File: config.mk
export PLATFORM = sky130hd
export DESIGN_NAME = master_state_sm
export DESIGN_NICKNAME = d
export VERILOG_FILES = /design/src/rtl/master_state_sm.sv
export SDC_FILE = /design/constraint.sdc
export NUM_CORES = 1
export LEC_CHECK = 0
export ABC_CLOCK_PERIOD_IN_PS = 2600
export CORE_MARGIN = 8
export CORE_UTILIZATION = 62
export CTS_CLUSTER_DIAMETER = 80
export DETAILED_ROUTE_END_ITERATION = 10
export PLACE_DENSITY = 0.79
export SLEW_MARGIN = 20
export SYNTH_ARGS = -nofsm -noshare
export SYNTH_HDL_FRONTEND = slang
export SYNTH_SLANG_ARGS = --single-unit
export TNS_END_PERCENT = 10
File: constraint.sdc
create_clock -name CLK -period 2.6 [get_ports CLK]
set_input_delay 0.52 -clock CLK [delete_from_list [all_inputs] [get_ports CLK]]
set_output_delay 0.52 -clock CLK [all_outputs]
set_load 0.02 [all_outputs]
File: src/rtl/master_state_sm.sv
// Master controller: conditions four raw push-buttons, recognises the UP -> RIGHT -> DOWN
// unlock sequence, drives the MASTER_STATE bus and flags completion of the LED sweep.
module master_state_sm #(
  parameter int DEBOUNCE_CYCLES = 1000000,
  parameter int TIMEOUT_CYCLES  = 500000000
) (
  input  logic       CLK,
  input  logic       RESET,
  input  logic       BTN_U,
  input  logic       BTN_R,
  input  logic       BTN_D,
  input  logic       BTN_L,
  input  logic [3:0] LED_SM_STATE,
  output logic [1:0] MASTER_STATE,
  output logic       SEQ_ERR,
  output logic       DONE
);

  localparam int DW = $clog2(DEBOUNCE_CYCLES) + 1;
  localparam int TW = $clog2(TIMEOUT_CYCLES) + 1;
  localparam logic [DW-1:0] DEB_LAST = DW'(DEBOUNCE_CYCLES - 1);
  localparam logic [TW-1:0] TMO_LAST = TW'(TIMEOUT_CYCLES - 1);

  // Press vector bit order: [0]=U, [1]=R, [2]=D, [3]=L
  localparam logic [3:0] P_U = 4'b0001;
  localparam logic [3:0] P_R = 4'b0010;
  localparam logic [3:0] P_D = 4'b0100;

  typedef enum logic [1:0] {
    IDLE  = 2'b00,
    GOT_U = 2'b01,
    GOT_R = 2'b10,
    RUN   = 2'b11
  } state_t;

  logic [3:0]    btn_raw;
  logic [3:0]    sync1;
  logic [3:0]    sync2;
  logic [3:0]    deb;
  logic [3:0]    deb_prev;
  logic [3:0]    press;
  logic [DW-1:0] deb_cnt [4];
  state_t        state;
  logic [TW-1:0] tmo_cnt;
  logic          tmo_hit;

  assign btn_raw      = {BTN_L, BTN_D, BTN_R, BTN_U};
  assign MASTER_STATE = state;
  assign tmo_hit      = (tmo_cnt == TMO_LAST);

  always_ff @(posedge CLK) begin
    if (RESET) begin
      sync1    <= '0;
      sync2    <= '0;
      deb      <= '0;
      deb_prev <= '0;
      press    <= '0;
      for (int i = 0; i < 4; i++) deb_cnt[i] <= '0;
    end else begin
      // NOTE: non-blocking assignments make sync1 -> sync2 shift one stage per edge;
      // blocking ones would collapse the synchroniser into a single flop.
      sync1    <= btn_raw;
      sync2    <= sync1;
      deb_prev <= deb;
      press    <= deb & ~deb_prev;
      for (int i = 0; i < 4; i++) begin
        if (sync2[i] == deb[i]) begin
          deb_cnt[i] <= '0;
        end else if (deb_cnt[i] == DEB_LAST) begin
          deb[i]     <= sync2[i];
          deb_cnt[i] <= '0;
        end else begin
          deb_cnt[i] <= deb_cnt[i] + 1'b1;
        end
      end
    end
  end

  always_ff @(posedge CLK) begin
    if (RESET) begin
      state   <= IDLE;
      tmo_cnt <= '0;
      SEQ_ERR <= 1'b0;
      DONE    <= 1'b0;
    end else begin
      // NOTE: defaults come first and the case below overrides them, so every
      // register gets a defined next value on every path.
      SEQ_ERR <= 1'b0;
      tmo_cnt <= '0;
      DONE    <= (state == RUN) && (LED_SM_STATE == 4'hF);
      case (state)
        IDLE: begin
          if (press == P_U) state <= GOT_U;
        end
        GOT_U: begin
          // A press in the timeout cycle wins over the timeout itself
          if (press == P_R) begin
            state <= GOT_R;
          end else if ((press != '0) || tmo_hit) begin
            state   <= IDLE;
            SEQ_ERR <= 1'b1;
          end else begin
            tmo_cnt <= tmo_cnt + 1'b1;
          end
        end
        GOT_R: begin
          if (press == P_D) begin
            state <= RUN;
          end else if ((press != '0) || tmo_hit) begin
            state   <= IDLE;
            SEQ_ERR <= 1'b1;
          end else begin
            tmo_cnt <= tmo_cnt + 1'b1;
          end
        end
        RUN: begin
          state <= RUN;
        end
        default: begin
          state <= IDLE;
        end
      endcase
    end
  end

endmodule

==> results of run 1 <==
## sequential cells by signal (all words and copies together) (netlist names)
| signal | flops |
|---|---|
| deb_cnt | 84 |
| tmo_cnt | 30 |
| deb | 4 |
| deb_prev | 4 |
| press | 4 |
| sync1 | 4 |
| sync2 | 4 |
| MASTER_STATE | 2 |
| DONE | 1 |
| SEQ_ERR | 1 |
## layout make-up
| class | count | share of cell area (%) |
|---|---|---|
| Tap cell | 140 | 2.22 |
| Clock buffer | 23 | 6.75 |
| Inverter | 16 | 0.762 |
| Sequential cell | 138 | 45.7 |
| Clock inverter | 9 | 0.715 |
| Timing Repair Buffer | 15 | 1.84 |
| Multi-Input combinational cell | 570 | 42.0 |
## power breakdown
group / internal, uW / switching (uW) / total [uW] / leakage [uW]
Clock: 1420 / 900 / 2320 / 0.000288
Combinational: 93.4 / 126 / 219 / 0.00116
Sequential: 2390 / 70.6 / 2460 / 0.00130
## synth_stat cells, types with 2 or more instances
cell type  instances
mux2i_1            4
o21ai_0            2
or3_1              6
xor2_1            63
clkbuf_1           4
a211oi_1           2
nor4b_1            9
ha_1              10
and4_1            11
a31oi_1            2
buf_2              6
buf_4              2
or2_2              3
nor2_1           134
edfxtp_1          84
nor3_1            17
nor4_1            12
nand3_1           48
inv_1             16
a21oi_1            8
dfxtp_1           54
xnor2_1           42
or3_4              2
nor2b_1           16
and3_1            19
buf_6              4
nand4_1           22
nand2_1           35
clkbuf_8           2
nand4_2            2
and2_1             2
nor4_2             2
## worst max path at each step
stage | from | endpoint | slack [ps] | cells after the start
2_1_floorplan | MASTER_STATE[1] | tmo_cnt[28] | 580 | 7
6_report | deb_cnt[3][7] | deb_cnt[3][14] | 330 | 5
3_3_place_gp | RESET | tmo_cnt[14] | 330 | 5
3_5_place_dp | RESET | deb_cnt[3][13] | 280 | 4
5_1_grt | deb_cnt[3][7] | deb_cnt[3][15] | 130 | 5
4_1_cts | deb_cnt[2][0] | deb_cnt[2][20] | 310 | 6
## cells by family after synthesis
group	Yosys count
compound gates	18
flops	138
fa+ha+maj	10
other cells	1
xor+xnor	105
buf+inv	34
mux	4
simple gates	349
## metal layers
layer | GRT usage (%) | share of wire [%] | vias up
li1 | - | - | 2418
met1 | 21.0 | 44 | 2314
met2 | 30.1 | 51 | 99
met3 | 4.06 | 3.3 | 22
met4 | 8.59 | 2.0 | 0
met5 | 0 | 0 | -
## stage by stage
stage | power (uW) | utilization, % | area (um^2)
after floorplan | 2650 | - | 7100
after global placement | 2700 | 67.9 | 7290
after detailed placement | 2710 | 67.9 | 7290
after CTS | 5020 | 73.3 | 7880
after global routing | 5150 | 73.3 | 7880
final | 5000 | 73.3 | 7880
==> summary.txt, run 1 <==
Worst-Skew Late Latency - 530 ps
chip height - 121 um
DP HPWL - 8.29 mm
share of the clock period used by the worst path after layout - 87.3%
cts bufs inserted - 17
Setup crit start kind - register
final hold violations - 0
total negative slack - 0 ps
part of the Yosys area used for sequential elements - 53.0%
number of global-route vias before repair - 4,719
Hold/Removal Path Class - reg -> reg
post-synthesis register bit count - 138
maximum level of the CTS H-tree - 4
Inst Count DP - 879
average wire length per cell after detail routing - 13.7 um
Final Routed Wirelength - 12.5 mm
max-capacitance violation count - 0
most common cell after layout, fill and taps aside - nor2_1
Synth area leader - edfxtp_1
CP delay by family, top - simple AND/OR/NAND/NOR gates
deepest clock path buffer count - 2
number of nets in the layout - 778
Synth cell types - 46
total global routing overflow - 0
largest incremental delay on the critical path - 630 ps
number of standard cells after synthesis - 659
unrepaired setup endpoints after global routing - no
setup slack of the critical path after layout - 331 ps
number of cells on the worst reg-to-reg path - 5
area grow syn2layout - 16.0%
parity-gate share of the synthesized area counting xor and xnor cells - 13.5%
number of iterations in the first detailed-routing pass - 5
final instance count without filler cells - 911
Post-Syn Area - 0.00679 mm^2
final antenna-violating net count - 0
list of cells traversed by the critical path - nor4b_1, nand3_1, nor3_1, or3_1, nor2_1
CP endpoint kind - register
mux cell area share after synthesis - 0.589%
count of buffer and inverter cells on the critical path - 0
iteration-0 DRC count of the detailed router - 271
post-synthesis share of cell area spent on full adders, half adders and majority gates - 1.84%
die boundary width - 121 um
number of buffers added to fix hold violations after cts - 0
FF-to-FF End - deb_cnt[3][14]
Yosys Warn Count - 0
area occupied by registers - 0.00360 mm^2
clock input transition at the sequential cells of the worst setup and hold paths - 60 ps
n_diodes - 0
clock tree from TritonCTS - built
Min Clock Period, post-route - 2270 ps
normalized max-slew margin - 48.8%
postcts setup bufs - 0
buffer type at the clock tree root - clkbuf_8
number of core rows - 38
worst hold slack after final layout - 380 ps
worst-case vdd ir drop - 0.000426 V
setup violation total in the final timing report - 0
Worst Path Max Fanout - 21
average size of a mapped cell - 10.3 um^2
Synth top area share - 37.1%
first-pass GRT wire length - 21.0 mm
Simple-Gate Fraction of Synth Area - 26.5%
area used by multi-input combinational logic - 0.00331 mm^2
hold path depth - 1
Pwr Density - 634 mW/mm^2
worst flop-to-flop path startpoint - deb_cnt[3][7]
routed via count - 4,853
antenna violations before repair - 0
number of top-level design ports - 14
Arr. time, crit path - 2520 ps
clock sink total - 138
overall routing resource usage - 17.8%
initial standard-cell utilization of the core - 63.2%
FFs w/ async S/R, synth - 0%
Filler Cells Inserted - 786
share of layout cells above drive strength 1 - 5.84%
Final Max Tran Viols - 0
main flop type after synthesis - edfxtp_1
area of the core region - 0.0107 mm^2
input/output buffers - 13
Critical Path RT - 2850 ps
largest family of logic cells by synthesized area - simple AND/OR/NAND/NOR gates
transition time of the tightest slew-check pin - 757 ps
flop-to-flop setup slack - 330 ps
leakage power - 0.00275 uW
Compound-Gate Fraction of Synth Area - 1.64%
Die Footprint - 0.0146 mm^2
largest net degree at the start of global routing - 31
critical path's slowest cell - or3_1
number of enable flip-flop cells after synthesis - 84
PostCTS Resize Cnt - 0
worst-case clock skew - 5.14 ps
Avg Vias per Cell - 5.33
weighted congestion reported at the end of routability-driven placement - 0.838
worst-case setup slack after placement - 280 ps
Worst Hold End - press[0]
status - completed
remaining routing DRC violations - 0
leading cell types by total area after synthesis - edfxtp_1 (37%), dfxtp_1 (16%), xor2_1 (8.1%), nor2_1 (7.4%), xnor2_1 (5.4%)
Worst Hold Launch - deb_prev[0]
commonest cells after routing, fill and taps aside - nor2_1 (134), edfxtp_1 (84), conb_1 (84)
type of the worst setup path - reg -> reg
Peak Freq - 0.441 GHz
Note: power is estimated with default switching activity, not from simulation.
==> run 2: changes to the inputs <==
Settings changed: MAX_ROUTING_LAYER from default to met4.
==> summary.txt, run 2 (synthesis gave the netlist of run 1 again) <==
status - completed
PostCTS Resize Cnt - 0 (unchanged)
type of the worst setup path - reg -> reg
most common cell after layout, fill and taps aside - nor2_1
share of the clock period used by the worst path after layout - 87.5% (+0.28 points)
final instance count without filler cells - 911 (unchanged)
number of nets in the layout - 778 (unchanged)
total negative slack - 0 ps (unchanged)
Pwr Density - 634 mW/mm^2 (about the same)
n_diodes - 0 (unchanged)
antenna violations before repair - 0 (unchanged)
Critical Path RT - 2870 ps (+20 ps)
clock sink total - 138 (unchanged)
total global routing overflow - 0 (unchanged)
clock input transition at the sequential cells of the worst setup and hold paths - 60 ps (about the same)
DP HPWL - 8.29 mm (unchanged)
final antenna-violating net count - 0 (unchanged)
Worst Path Max Fanout - 4 (-81%)
number of global-route vias before repair - 4,719 (unchanged)
remaining routing DRC violations - 0 (unchanged)
average wire length per cell after detail routing - 13.7 um (about the same)
overall routing resource usage - 18.3% (+0.54 points)
weighted congestion reported at the end of routability-driven placement - 0.851 (+1.5%)
Final Max Tran Viols - 0 (unchanged)
routed via count - 4,873 (+0.41%)
number of buffers added to fix hold violations after cts - 0 (unchanged)
Avg Vias per Cell - 5.35 (+0.41%)
first-pass GRT wire length - 21.0 mm (about the same)
Worst-Skew Late Latency - 520 ps (about the same)
Biggest register - deb_cnt
Arr. time, crit path - 2550 ps (+30 ps)
largest net degree at the start of global routing - 31 (unchanged)
largest incremental delay on the critical path - 750 ps (+120 ps)
worst-case setup slack after placement - 280 ps (unchanged)
Final Routed Wirelength - 12.5 mm (about the same)
final hold violations - 0 (unchanged)
Top Registers - deb_cnt x84, tmo_cnt x30
deepest clock path buffer count - 2 (unchanged)
Inst Count DP - 879 (unchanged)
unrepaired setup endpoints after global routing - no
number of top-level design ports - 14 (unchanged)
number of core rows - 38 (unchanged)
normalized max-slew margin - 47.0% (-1.8 points)
list of cells traversed by the critical path - ha_1, nand4_1, nor4b_1, nand3_1, xor2_1, nor2_1
area of the core region - 0.0107 mm^2 (unchanged)
critical path's slowest cell - nor4b_1
Filler Cells Inserted - 786 (unchanged)
iteration-0 DRC count of the detailed router - 276 (+1.8%)
clock tree from TritonCTS - built
initial standard-cell utilization of the core - 63.2% (unchanged)
max-capacitance violation count - 0 (unchanged)
leakage power - 0.00275 uW (unchanged)
die boundary width - 121 um (unchanged)
transition time of the tightest slew-check pin - 783 ps (+26.0 ps)
buffer type at the clock tree root - clkbuf_8
area grow syn2layout - 16.0% (unchanged)
worst-case clock skew - 6.62 ps (+1.48 ps)
Hold/Removal Path Class - reg -> reg
number of iterations in the first detailed-routing pass - 5 (unchanged)
maximum level of the CTS H-tree - 4 (unchanged)
cts bufs inserted - 17 (unchanged)
Setup crit start kind - register
commonest cells after routing, fill and taps aside - nor2_1 (134), edfxtp_1 (84), conb_1 (84)
Die Footprint - 0.0146 mm^2 (unchanged)
postcts setup bufs - 0 (unchanged)
Peak Freq - 0.439 GHz (-0.32%)
Min Clock Period, post-route - 2280 ps (+7.33 ps)
worst-case vdd ir drop - 0.000419 V (-1.6%)
input/output buffers - 13 (unchanged)
CP endpoint kind - register
chip height - 121 um (unchanged)
setup slack of the critical path after layout - 324 ps (-7.33 ps)
flip-flop count of the largest register after layout - 84 (unchanged)
share of layout cells above drive strength 1 - 5.84% (unchanged)
setup violation total in the final timing report - 0 (unchanged)
-- run 2: critical path: cells and delay by family, from the launching register on --
family,cells,cell delay [ps]
xor+xnor,1,210
flops,1,390
simple gates,4,1200
fa+ha+maj,1,230
-- run 2: path summary, 6_finish.rpt --
| kind | startpoint | endpoint | slack, ps | depth (start not counted) |
|---|---|---|---|---|
| min reg2reg | deb_prev[0] | press[0] | 380 | 1 |
| max reg2reg | deb_cnt[2][0] | deb_cnt[2][20] | 320 | 6 |
| min | deb_prev[0] | press[0] | 380 | 1 |
| max | deb_cnt[2][0] | deb_cnt[2][20] | 320 | 6 |
-- run 2: area by class of cell --
class                   instances  area, um^2  share of cell area (%)
clock buffers                  23         532                    6.75
well taps                     140         175                    2.22
multi-input cells             570        3310                    42.0
inverters                      16        60.1                   0.762
flip-flops and latches        138        3600                    45.7
repair buffers                 15         145                    1.84
clock inverters                 9        56.3                   0.715
-- run 2: stage by stage --
stage | total power, uW | hold WS (ps) | area [um^2] | util, %
finish | 4990 | 381 | 7880 | 73.3
global route | 5150 | 401 | 7880 | 73.3
CTS | 5020 | 381 | 7880 | 73.3
detailed placement | 2710 | 377 | 7290 | 67.9
global placement | 2700 | 372 | 7290 | 67.9
floorplan | 2650 | 367 | 7100 | -
-- run 2: routing by layer --
layer | vias to the layer above | wire (um) | track usage [%]
met5 | - | 0 | -
li1 | 2421 | - | -
met1 | 2325 | 5490 | 21.1
met3 | 24 | 408 | 4.29
met2 | 103 | 6360 | 30.1
met4 | 0 | 242 | 7.88
-- run 2: report_power, final --
part	leakage, uW	switching (uW)	internal (uW)
registers	0.00130	70.6	2390
clock network	0.000288	898	1420
logic	0.00116	126	93.5
total	0.00275	1090	3900
==> run 3: changes to the inputs <==
Settings changed: GPL_TIMING_DRIVEN from default to 0.
==> summary.txt, run 3 (synthesis gave the netlist of run 1 again) <==
number of iterations in the first detailed-routing pass - 4 (-1)
Biggest register - deb_cnt
Top Registers - deb_cnt x84, tmo_cnt x30
max-capacitance violation count - 0 (unchanged)
most common cell after layout, fill and taps aside - nor2_1
status - completed
Worst Hold End - press[0]
antenna violations before repair - 0 (unchanged)
Final Routed Wirelength - 12.2 mm (-2.6%)
clock sink total - 138 (unchanged)
Worst-Skew Late Latency - 520 ps (about the same)
remaining routing DRC violations - 0 (unchanged)
Worst Path Max Fanout - 4 (unchanged)
worst-case vdd ir drop - 0.000575 V (+37%)
commonest cells after routing, fill and taps aside - nor2_1 (134), edfxtp_1 (84), conb_1 (84)
Clk pwr share - 44.6% (-1.8 points)
first-pass GRT wire length - 21.2 mm (+0.78%)
type of the worst setup path - reg -> reg
total global routing overflow - 0 (unchanged)
net switching power figure - 1080 uW (-1.6%)
clock input transition at the sequential cells of the worst setup and hold paths - 60 ps (about the same)
number of core rows - 38 (unchanged)
routed via count - 4,877 (+0.082%)
final antenna-violating net count - 0 (unchanged)
leakage power - 0.00280 uW (+1.8%)
area grow syn2layout - 17.0%
Sw Share - 22.2% (+0.34 points)
share of the clock period used by the worst path after layout - 83.5% (-4.1 points)
number of cells on the worst reg-to-reg path - 6 (unchanged)
chip height - 121 um (unchanged)
share of total power in combinational logic - 4.7% (+0.3 points)
transition time of the tightest slew-check pin - 787 ps (+3.31 ps)
weighted congestion reported at the end of routability-driven placement - 0.846 (-0.55%)
Critical Path RT - 2870 ps (about the same)
normalized max-slew margin - 47.1% (about the same)
flop-to-flop setup slack - 430 ps (+110 ps)
die boundary width - 121 um (unchanged)
number of global-route vias before repair - 4,818 (+2.1%)
worst flop-to-flop path startpoint - deb_cnt[2][0]
share of layout cells above drive strength 1 - 7.12% (+1.3 points)
Min Clock Period, post-route - 2170 ps (-106 ps)
Worst Hold Launch - deb_prev[0]
total negative slack - 0 ps (unchanged)
Final Max Tran Viols - 0 (unchanged)
final hold violations - 0 (unchanged)
buffer type at the clock tree root - clkbuf_8
Arr. time, crit path - 2440 ps (-110 ps)
DP HPWL - 8.67 mm (+4.5%)
number of top-level design ports - 14 (unchanged)
flip-flop count of the largest register after layout - 84 (unchanged)
deepest clock path buffer count - 2 (unchanged)
Pwr Density - 609 mW/mm^2 (-3.9%)
overall routing resource usage - 18.3% (about the same)
initial standard-cell utilization of the core - 63.2% (unchanged)
final standard cell utilization of the core - 74.0% (+0.64 points)
largest net degree at the start of global routing - 17 (-45%)
clock tree from TritonCTS - built
maximum level of the CTS H-tree - 4 (unchanged)
average wire length per cell after detail routing - 13.1 um (-4.2%)
cell internal power dissipation - 3760 uW (-3.5%)
unrepaired setup endpoints after global routing - no
PostCTS Resize Cnt - 0 (unchanged)
input/output buffers - 13 (unchanged)
Avg Vias per Cell - 5.26 (-1.6%)
postcts setup bufs - 0 (unchanged)
Peak Freq - 0.461 GHz (+4.9%)
area of the core region - 0.0107 mm^2 (unchanged)
CP endpoint kind - register
Hold/Removal Path Class - reg -> reg
n_diodes - 0 (unchanged)
Setup crit start kind - register
hold path depth - 1 (unchanged)
worst-case clock skew - 6.72 ps (+0.100 ps)
sequential group share of total power - 50.8% (+1.6 points)
FF-to-FF End - deb_cnt[2][18]
number of nets in the layout - 794 (+2.1%)
Die Footprint - 0.0146 mm^2 (unchanged)
cts bufs inserted - 17 (unchanged)
setup violation total in the final timing report - 0 (unchanged)
number of buffers added to fix hold violations after cts - 0 (unchanged)
iteration-0 DRC count of the detailed router - 377 (+37%)
[run 3: cell count changes in the layout (fill, tap and decap cells not counted), sizes merged]
cell	delta
buf	+10
clkbuf	+4
clkinv	+1
clkinvlp	-2
inv	+3
[run 3: metrics by stage]
stage	power (uW)	instances	setup WS [ps]	instance area, um^2	hold slack (ps)
after floorplan	2650	742	580	7100	367
after global placement	2710	895	138	7410	377
after detailed placement	2720	895	131	7410	375
after CTS	4880	927	414	7950	381
after global routing	5020	927	183	7950	412
final	4840	927	430	7950	378
[run 3: routing by layer]
| layer | GRT usage (%) | routed length, um | vias to the layer above |
|---|---|---|---|
| met5 | - | 0 | - |
| met4 | 5.46 | 95 | 0 |
| met3 | 4.71 | 359 | 6 |
| met2 | 30.6 | 6170 | 63 |
| met1 | 21.4 | 5560 | 2347 |
| li1 | - | - | 2461 |
[run 3: worst max-delay path, cell delays in order, from the launching register on]
cell and delay, ps:
edfxtp_1 400, ha_1 220, nand4_1 190, nor4b_1 720
nand3_1 180, xor2_1 170, nor2_1 50
[run 3: area by class of cell]
cell class                 instances  area, um^2
clock inverter                    11        67.6
tap                              140         175
multi-input combinational        570        3310
clock buffer                      21         472
sequential                       138        3600
fill                             810        2800
timing repair buffer              13         130
inverter                          16        60.1
buffer                            18         133
[run 3: worst max path at each step]
stage | from | end | slack (ps) | cells past startpoint
floorplan | MASTER_STATE[1] | tmo_cnt[28] | 580 | 7
global placement | RESET | tmo_cnt[28] | 140 | 6
detailed placement | RESET | tmo_cnt[3] | 130 | 6
CTS | deb_cnt[2][0] | deb_cnt[2][18] | 410 | 6
global route | deb_cnt[2][0] | deb_cnt[2][20] | 180 | 6
finish | deb_cnt[2][0] | deb_cnt[2][18] | 430 | 6
[run 3: power groups by stage]
stage | combinational (uW) | sequential, uW | clock [uW]
final | 226 | 2460 | 2160
after global routing | 256 | 2470 | 2290
after detailed placement | 219 | 2500 | 0
after global placement | 209 | 2500 | 0
after CTS | 222 | 2460 | 2200
after floorplan | 157 | 2490 | 0
